File: config.mk
export PLATFORM = sky130hd
export DESIGN_NAME = mc_exec_core_flat
export DESIGN_NICKNAME = d
export VERILOG_FILES = /design/src/rtl/mc_pkg.sv /design/src/rtl/mc_exec_core_if.sv /design/src/rtl/mc_alu.sv /design/src/rtl/mc_exec_core.sv /design/src/flat_wrapper.sv
export SDC_FILE = /design/constraint.sdc
export NUM_CORES = 2
export LEC_CHECK = 0
export ABC_AREA = 1
export CORE_ASPECT_RATIO = 0.6
export CORE_MARGIN = 4
export CORE_UTILIZATION = 47
export CTS_BUF_LIST = sky130_fd_sc_hd__clkbuf_2
export DETAILED_ROUTE_END_ITERATION = 10
export GPL_TIMING_DRIVEN = 1
export PLACE_DENSITY = 0.75
export SYNTH_ARGS = -nofsm -noshare
export SYNTH_HDL_FRONTEND = slang
export SYNTH_HIERARCHICAL = 1
export SYNTH_SLANG_ARGS = --single-unit
File: constraint.sdc
create_clock -name clk -period 53.5 [get_ports clk]
set_clock_uncertainty 0.15 [all_clocks]
set_input_delay 5.35 -clock clk [delete_from_list [all_inputs] [get_ports clk]]
set_output_delay 5.35 -clock clk [all_outputs]
set_load 0.01 [all_outputs]
File: src/rtl/mc_pkg.sv
// Shared definitions for the multicycle execute core:
// opcode/funct encodings, instruction field positions, ALU op and FSM state enums.
package mc_pkg;

    localparam logic [5:0] OP_RTYPE = 6'b000000;
    localparam logic [5:0] OP_ADDI  = 6'b001000;

    localparam logic [5:0] FN_ADD = 6'b100000;
    localparam logic [5:0] FN_SUB = 6'b100010;
    localparam logic [5:0] FN_AND = 6'b100100;
    localparam logic [5:0] FN_OR  = 6'b100101;
    localparam logic [5:0] FN_NOR = 6'b100111;
    localparam logic [5:0] FN_SLT = 6'b101010;

    localparam int OPC_HI = 31;
    localparam int OPC_LO = 26;
    localparam int RS_LO  = 21;
    localparam int RT_LO  = 16;
    localparam int RD_LO  = 11;
    localparam int SH_HI  = 10;
    localparam int SH_LO  = 6;
    localparam int FN_HI  = 5;
    localparam int FN_LO  = 0;
    localparam int IMM_HI = 15;
    localparam int IMM_LO = 0;

    typedef enum logic [2:0] {
        ALU_ADD,
        ALU_SUB,
        ALU_AND,
        ALU_OR,
        ALU_NOR,
        ALU_SLT
    } alu_op_e;

    typedef enum logic [1:0] {
        S_FETCH,
        S_DECODE,
        S_EXEC,
        S_WB
    } state_e;

endpackage

File: src/rtl/mc_exec_core_if.sv
// Instruction memory request/valid handshake.
// master (core): drives imem_req, imem_addr; slave (memory): drives imem_valid, imem_data.
interface mc_exec_core_if #(
    parameter int PC_W = 32
);
    logic            imem_req;
    logic [PC_W-1:0] imem_addr;
    logic            imem_valid;
    logic [31:0]     imem_data;

    modport master (
        output imem_req,
        output imem_addr,
        input  imem_valid,
        input  imem_data
    );

    modport slave (
        input  imem_req,
        input  imem_addr,
        output imem_valid,
        output imem_data
    );
endinterface

File: src/rtl/mc_alu.sv
// Combinational ALU for the execute core.
// Ports: a_i, b_i operands; op_i operation; result_o wrapped XLEN-bit result.
module mc_alu
    import mc_pkg::*;
#(
    parameter int XLEN = 32
) (
    input  logic [XLEN-1:0] a_i,
    input  logic [XLEN-1:0] b_i,
    input  alu_op_e         op_i,
    output logic [XLEN-1:0] result_o
);

    always_comb begin
        result_o = '0;
        unique case (op_i)
            ALU_ADD: result_o = a_i + b_i;
            ALU_SUB: result_o = a_i - b_i;
            ALU_AND: result_o = a_i & b_i;
            ALU_OR:  result_o = a_i | b_i;
            ALU_NOR: result_o = ~(a_i | b_i);
            ALU_SLT: result_o = XLEN'($signed(a_i) < $signed(b_i));
            default: result_o = '0;
        endcase
    end

endmodule

File: src/rtl/mc_exec_core.sv
// Multicycle execute core: FETCH -> DECODE -> EXEC -> WB, one instruction per pass.
// Ports: clk, reset (async high), run, imem (master handshake), retire_* trace, pc.
module mc_exec_core
    import mc_pkg::*;
#(
    parameter int XLEN  = 32,
    parameter int NREGS = 32,
    parameter int PC_W  = 32
) (
    input  logic             clk,
    input  logic             reset,
    input  logic             run,
    mc_exec_core_if.master   imem,
    output logic             retire_valid,
    output logic             retire_illegal,
    output logic [4:0]       retire_rd,
    output logic [XLEN-1:0]  retire_a,
    output logic [XLEN-1:0]  retire_b,
    output logic [XLEN-1:0]  retire_result,
    output logic [31:0]      retire_count,
    output logic [PC_W-1:0]  pc
);

    localparam int IW = $clog2(NREGS);

    state_e          state_q;
    logic [PC_W-1:0] pc_q;
    logic [31:0]     ir_q;
    logic [XLEN-1:0] rf_q [NREGS];
    logic [XLEN-1:0] a_q;
    logic [XLEN-1:0] b_q;
    alu_op_e         op_q;
    logic            legal_q;
    logic [IW-1:0]   dest_q;

    logic            rv_q;
    logic            ril_q;
    logic [4:0]      rrd_q;
    logic [XLEN-1:0] ra_q;
    logic [XLEN-1:0] rb_q;
    logic [XLEN-1:0] rres_q;
    logic [31:0]     rcnt_q;

    logic [5:0]      opc;
    logic [5:0]      fn;
    logic [IW-1:0]   rs_idx;
    logic [IW-1:0]   rt_idx;
    logic [IW-1:0]   rd_idx;
    logic [XLEN-1:0] rs_val;
    logic [XLEN-1:0] rt_val;
    logic [XLEN-1:0] b_d;
    alu_op_e         op_d;
    logic            legal_d;
    logic [IW-1:0]   dest_d;
    logic [XLEN-1:0] alu_res;
    logic            unused_shamt;

    assign opc    = ir_q[OPC_HI:OPC_LO];
    assign fn     = ir_q[FN_HI:FN_LO];
    assign rs_idx = ir_q[RS_LO +: IW];
    assign rt_idx = ir_q[RT_LO +: IW];
    assign rd_idx = ir_q[RD_LO +: IW];
    assign rs_val = (rs_idx == '0) ? '0 : rf_q[rs_idx];
    assign rt_val = (rt_idx == '0) ? '0 : rf_q[rt_idx];
    assign unused_shamt = ^ir_q[SH_HI:SH_LO];

    always_comb begin
        op_d    = ALU_ADD;
        legal_d = 1'b0;
        dest_d  = rd_idx;
        b_d     = rt_val;
        unique case (1'b1)
            opc == OP_ADDI: begin
                legal_d = 1'b1;
                dest_d  = rt_idx;
                b_d     = XLEN'($signed(ir_q[IMM_HI:IMM_LO]));
            end
            opc == OP_RTYPE: begin
                legal_d = 1'b1;
                unique case (fn)
                    FN_ADD:  op_d = ALU_ADD;
                    FN_SUB:  op_d = ALU_SUB;
                    FN_AND:  op_d = ALU_AND;
                    FN_OR:   op_d = ALU_OR;
                    FN_NOR:  op_d = ALU_NOR;
                    FN_SLT:  op_d = ALU_SLT;
                    default: legal_d = 1'b0;
                endcase
            end
            default: legal_d = 1'b0;
        endcase
    end

    mc_alu #(.XLEN(XLEN)) u_alu (
        .a_i      (a_q),
        .b_i      (b_q),
        .op_i     (op_q),
        .result_o (alu_res)
    );

    // Retire trace is loaded on the EXEC->WB edge so the pulse sits in WB;
    // the register file and pc update on the WB->FETCH edge.
    always_ff @(posedge clk or posedge reset) begin
        if (reset) begin
            state_q <= S_FETCH;
            pc_q    <= '0;
            ir_q    <= '0;
            a_q     <= '0;
            b_q     <= '0;
            op_q    <= ALU_ADD;
            legal_q <= 1'b0;
            dest_q  <= '0;
            rv_q    <= 1'b0;
            ril_q   <= 1'b0;
            rrd_q   <= '0;
            ra_q    <= '0;
            rb_q    <= '0;
            rres_q  <= '0;
            rcnt_q  <= '0;
            for (int i = 0; i < NREGS; i++) begin
                rf_q[i] <= '0;
            end
        end else begin
            rv_q <= 1'b0;
            unique case (state_q)
                S_FETCH: begin
                    if (run && imem.imem_valid) begin
                        ir_q    <= imem.imem_data;
                        state_q <= S_DECODE;
                    end
                end
                S_DECODE: begin
                    a_q     <= rs_val;
                    b_q     <= b_d;
                    op_q    <= op_d;
                    legal_q <= legal_d;
                    dest_q  <= dest_d;
                    state_q <= S_EXEC;
                end
                S_EXEC: begin
                    rv_q    <= 1'b1;
                    ril_q   <= ~legal_q;
                    rrd_q   <= legal_q ? 5'(dest_q) : 5'd0;
                    ra_q    <= a_q;
                    rb_q    <= b_q;
                    rres_q  <= legal_q ? alu_res : '0;
                    rcnt_q  <= rcnt_q + 32'd1;
                    state_q <= S_WB;
                end
                S_WB: begin
                    if (legal_q && dest_q != '0) begin
                        rf_q[dest_q] <= rres_q;
                    end
                    pc_q    <= pc_q + PC_W'(4);
                    state_q <= S_FETCH;
                end
                default: state_q <= S_FETCH;
            endcase
        end
    end

    // Request follows run combinationally so dropping run withdraws it at once.
    assign imem.imem_req  = (state_q == S_FETCH) && run && !reset;
    assign imem.imem_addr = pc_q;

    assign retire_valid   = rv_q;
    assign retire_illegal = ril_q;
    assign retire_rd      = rrd_q;
    assign retire_a       = ra_q;
    assign retire_b       = rb_q;
    assign retire_result  = rres_q;
    assign retire_count   = rcnt_q;
    assign pc             = pc_q;

endmodule

File: src/flat_wrapper.sv
// flat-port wrapper written by rule: the top's interface ports become plain ports
module mc_exec_core_flat import mc_pkg::*;
#(
    parameter int XLEN  = 32,
    parameter int NREGS = 32,
    parameter int PC_W  = 32
)
  (clk, reset, run, retire_valid, retire_illegal, retire_rd, retire_a, retire_b, retire_result, retire_count, pc, imem_imem_req, imem_imem_addr, imem_imem_valid, imem_imem_data);
  mc_exec_core_if #(.PC_W(PC_W)) imem_i ();
  input  logic clk;
  input  logic reset;
  input  logic run;
  output logic retire_valid;
  output logic retire_illegal;
  output logic [4:0] retire_rd;
  output logic [XLEN-1:0] retire_a;
  output logic [XLEN-1:0] retire_b;
  output logic [XLEN-1:0] retire_result;
  output logic [31:0] retire_count;
  output logic [PC_W-1:0] pc;
  output wire logic [$bits(imem_i.imem_req)-1:0] imem_imem_req;
  output wire logic [$bits(imem_i.imem_addr)-1:0] imem_imem_addr;
  input wire logic [$bits(imem_i.imem_valid)-1:0] imem_imem_valid;
  input wire logic [$bits(imem_i.imem_data)-1:0] imem_imem_data;
  assign imem_imem_req = imem_i.imem_req;
  assign imem_imem_addr = imem_i.imem_addr;
  assign imem_i.imem_valid = imem_imem_valid;
  assign imem_i.imem_data = imem_imem_data;
  mc_exec_core #(.XLEN(XLEN), .NREGS(NREGS), .PC_W(PC_W)) u_core (.clk(clk), .reset(reset), .run(run), .imem(imem_i), .retire_valid(retire_valid), .retire_illegal(retire_illegal), .retire_rd(retire_rd), .retire_a(retire_a), .retire_b(retire_b), .retire_result(retire_result), .retire_count(retire_count), .pc(pc));
endmodule
==> results.md <==
- Status: completed
- Largest net degree at the start of global routing: ~170
- Hold Slack: between 0.2 and 0.25 ns
- Synth top area share: between 40 and 50%
- Seq/Total Area, Yosys: a little over two fifths
- Hold Path Class: reg -> reg
- Via count: about 77000
- CTS Hold Bufs: 0
- Grt total ovfl: 0
- CTS clock-pin slew for the worst setup and hold paths: around 0.11 ns
- Worst Path Required: roughly 48 ns
- Grt met1 use: between 40% and 50%
- Syn Inst Count: about 11000
- Die H: around 320 um
- Most frequent cells in the layout: nand2_1 (3931), dfrtp_1 (1286), nand3_1 (932)
- Met2 usage: between 40% and 50%
- Hpwl dp: roughly 170 mm
- Yosys top cell by area: dfrtp_1
- Synth warnings: 6
- Worst vdd ir: roughly 0.00007 V
- Vias in the first global route: approximately 70000
- Antenna violations before repair: 4
- Die width: between 500 and 600 um
- Skew-Pair Late Insertion Delay: 1.53 ns
- Initial DRC count: approximately 13000
- Crit end category: output port
- CP Class: in -> out
- Startpoint types: primary input
- CP Max Fanout: 3
- Dominant combinational cell family by area after synthesis: simple AND/OR/NAND/NOR gates
- Number of post-CTS setup repair buffers: 0
- Starting Density: between 40% and 50%
- Max-slew violations: 0
- Setup TNS: 0 ns
- Post-route minimum period: 12.13 ns
- # DRC: 0
- Post-synthesis simple-gate area fraction: 31.2%
- Min setup slack post-route: between 40 and 50 ns
- RSZ-0062 raised after global routing: false
- I/O Pins: approximately 240
- Num CTS Buffers: about 310
- Placer congestion estimate: between 1 and 1.5
- Met3 Resource Use GR: approximately 14%
- Setup Viol. Count Final: 0
- Synth Area in Compound Gates: approximately 14%
- WP data arrival: around 6.6 ns
- Largest cells by area after synthesis: dfrtp_1 (43%), nand2_1 (20%), nand3_1 (6.2%)
- Fillers: 15360
- Final Hold Vio Count: 0
- Main synth FF type: dfrtp_1
- Post-route ant nets: 0
- Number of synthesized flops with an enable pin: 0
- PD cells: 49.8 nW/um2
- Area Overhead vs Synth: 6.54%
- Overall routing resource usage: between 30% and 40%
- Syn Std Cell Area: roughly 75000 um2
- Row cnt: between 100 and 150
- Layout Nets: between 10000 and 15000
- Post-synth cell types: 55
- FMAX: slightly above 80 MHz
- Root Driver: clkbuf_2
- Max_slew headroom: around 3.6%
- CTS tree: built
- Post-synthesis xor/xnor area fraction: less than 1%
- PortBufs: 231
- Gr busiest metal: met1
- Clk sinks: 1296
- Dpl cell area: ~77000 um2
- Post-CTS sizing: 0
- Max_cap viols: 0
- Mux cell area share after synthesis: less than 1%
- Detailed Route WL: about 300 mm
- Crit share post-route: between 20% and 30%
- Adder-Cell Fraction of Synth Area: 1.85%
- Total core area: approximately 160000 um2
- WL/cell: approximately 23 um
- Commonest non-fill, non-tap cell in the layout: nand2_1
- Vias/cell: 6.00
- Worst-Margin Slew: roughly 1.4 ns
- Pre-CTS WS: between 40 and 50 ns
- FF+latch count, synth: roughly 1300
- First-pass iteration count of the detailed router: 10
- First-pass GRT wire length: around 440 mm
- H-tree Lvls: 5
- Leakage power: between 30 and 40 nW
- DIE AREA: about 170000 um2
- CTS Buffer Depth: 4
- Asr flop ratio synth: between 90% and 100%
- Mean Syn Cell Area: 7.04 um2
- Post-route cell area: around 80000 um2
- Share of cells above drive strength 1: 7.19%
## layer usage
metal,vias up,wire [um]
met5,-,21
met4,4,16000
met3,1066,50600
met2,6094,115000
met1,35619,117000
li1,33847,-
## registers in the layout (all words and copies together) (netlist names)
name / cells
u_core/rf_q: 1024
u_core/retire_count: 32
u_core/retire_result: 32
u_core/retire_illegal: 1
u_core/retire_b: 32
u_core/retire_a: 32
u_core/op_q: 3
u_core/state_q: 2
u_core/imem.imem_addr: 30
u_core/legal_q: 1
u_core/ir_q: 32
u_core/retire_valid: 1
u_core/dest_q: 5
u_core/a_q: 32
u_core/b_q: 32
u_core/retire_rd: 5
## cells by family (layout without fill, tap and decap cells)
logic type,count (synthesis),in the layout
fa+ha+maj,109,109
compound gates,1944,1944
simple gates,5708,5708
mux,17,17
flops,1296,1296
other cells,1,6
buf+inv,1488,1511
xor+xnor,58,58
## power by group
part / switching, W / internal (W)
clock network: 0.000439 / 0.000255
registers: 0.000143 / 0.00105
logic: 0.00156 / 0.000518
total: 0.00214 / 0.00182
## worst max-delay path, stage by stage
cell and delay [ns]:
clkdlybuf4s50_1 0.54, nand2_1 0.08, nor2_1 0.11, clkdlybuf4s50_1 0.55
## stage by stage
step	utilization [%]	instances	power (W)
6_report	50.4	12776	0.00396
3_3_place_gp	48.6	12249	0.00314
4_1_cts	50.4	12774	0.00384
2_1_floorplan	-	10624	0.00241
5_1_grt	50.4	12776	0.00413
3_5_place_dp	48.6	12249	0.00316
## cells in the mapped netlist, types with 26 or more instances
cell type	n
nand2_1	3932
inv_1	627
nand3_1	933
dfrtp_1	1296
o211ai_1	190
o21ai_1	550
nor3_1	26
buf_6	34
clkbuf_1	479
xor2_1	35
a21boi_0	45
nor2_1	664
buf_2	193
ha_1	107
buf_1	71
a21oi_1	385
o21ai_0	688
o22ai_1	26
nand4_1	33
buf_4	61
## final timing paths
path | start | endpoint | slack [ns] | depth (start not counted)
max | run | imem_imem_req | 41.37 | 4
max reg2reg | u_core/ir_q[21] | u_core/a_q[21] | 48.23 | 11
max in group asynchronous | reset | u_core/rf_q[215] | 44.01 | 7
min | u_core/rf_q[994] | u_core/rf_q[994] | 0.24 | 0
min reg2reg | u_core/rf_q[994] | u_core/rf_q[994] | 0.24 | 0
min in group asynchronous | reset | u_core/retire_rd[3] | 4.27 | 2
## layout make-up
cell class | instances | area (um2) | area share, %
diodes | 2 | 5.00 | 0.00629
clock buffers | 448 | 2240 | 2.82
clock inverters | 77 | 488 | 0.613
inverters | 648 | 2480 | 3.11
multi-input cells | 7840 | 36100 | 45.3
flip-flops and latches | 1296 | 32500 | 40.8
well taps | 2127 | 2660 | 3.34
repair buffers | 338 | 3190 | 4.01
(Power assumes the default switching activity.)
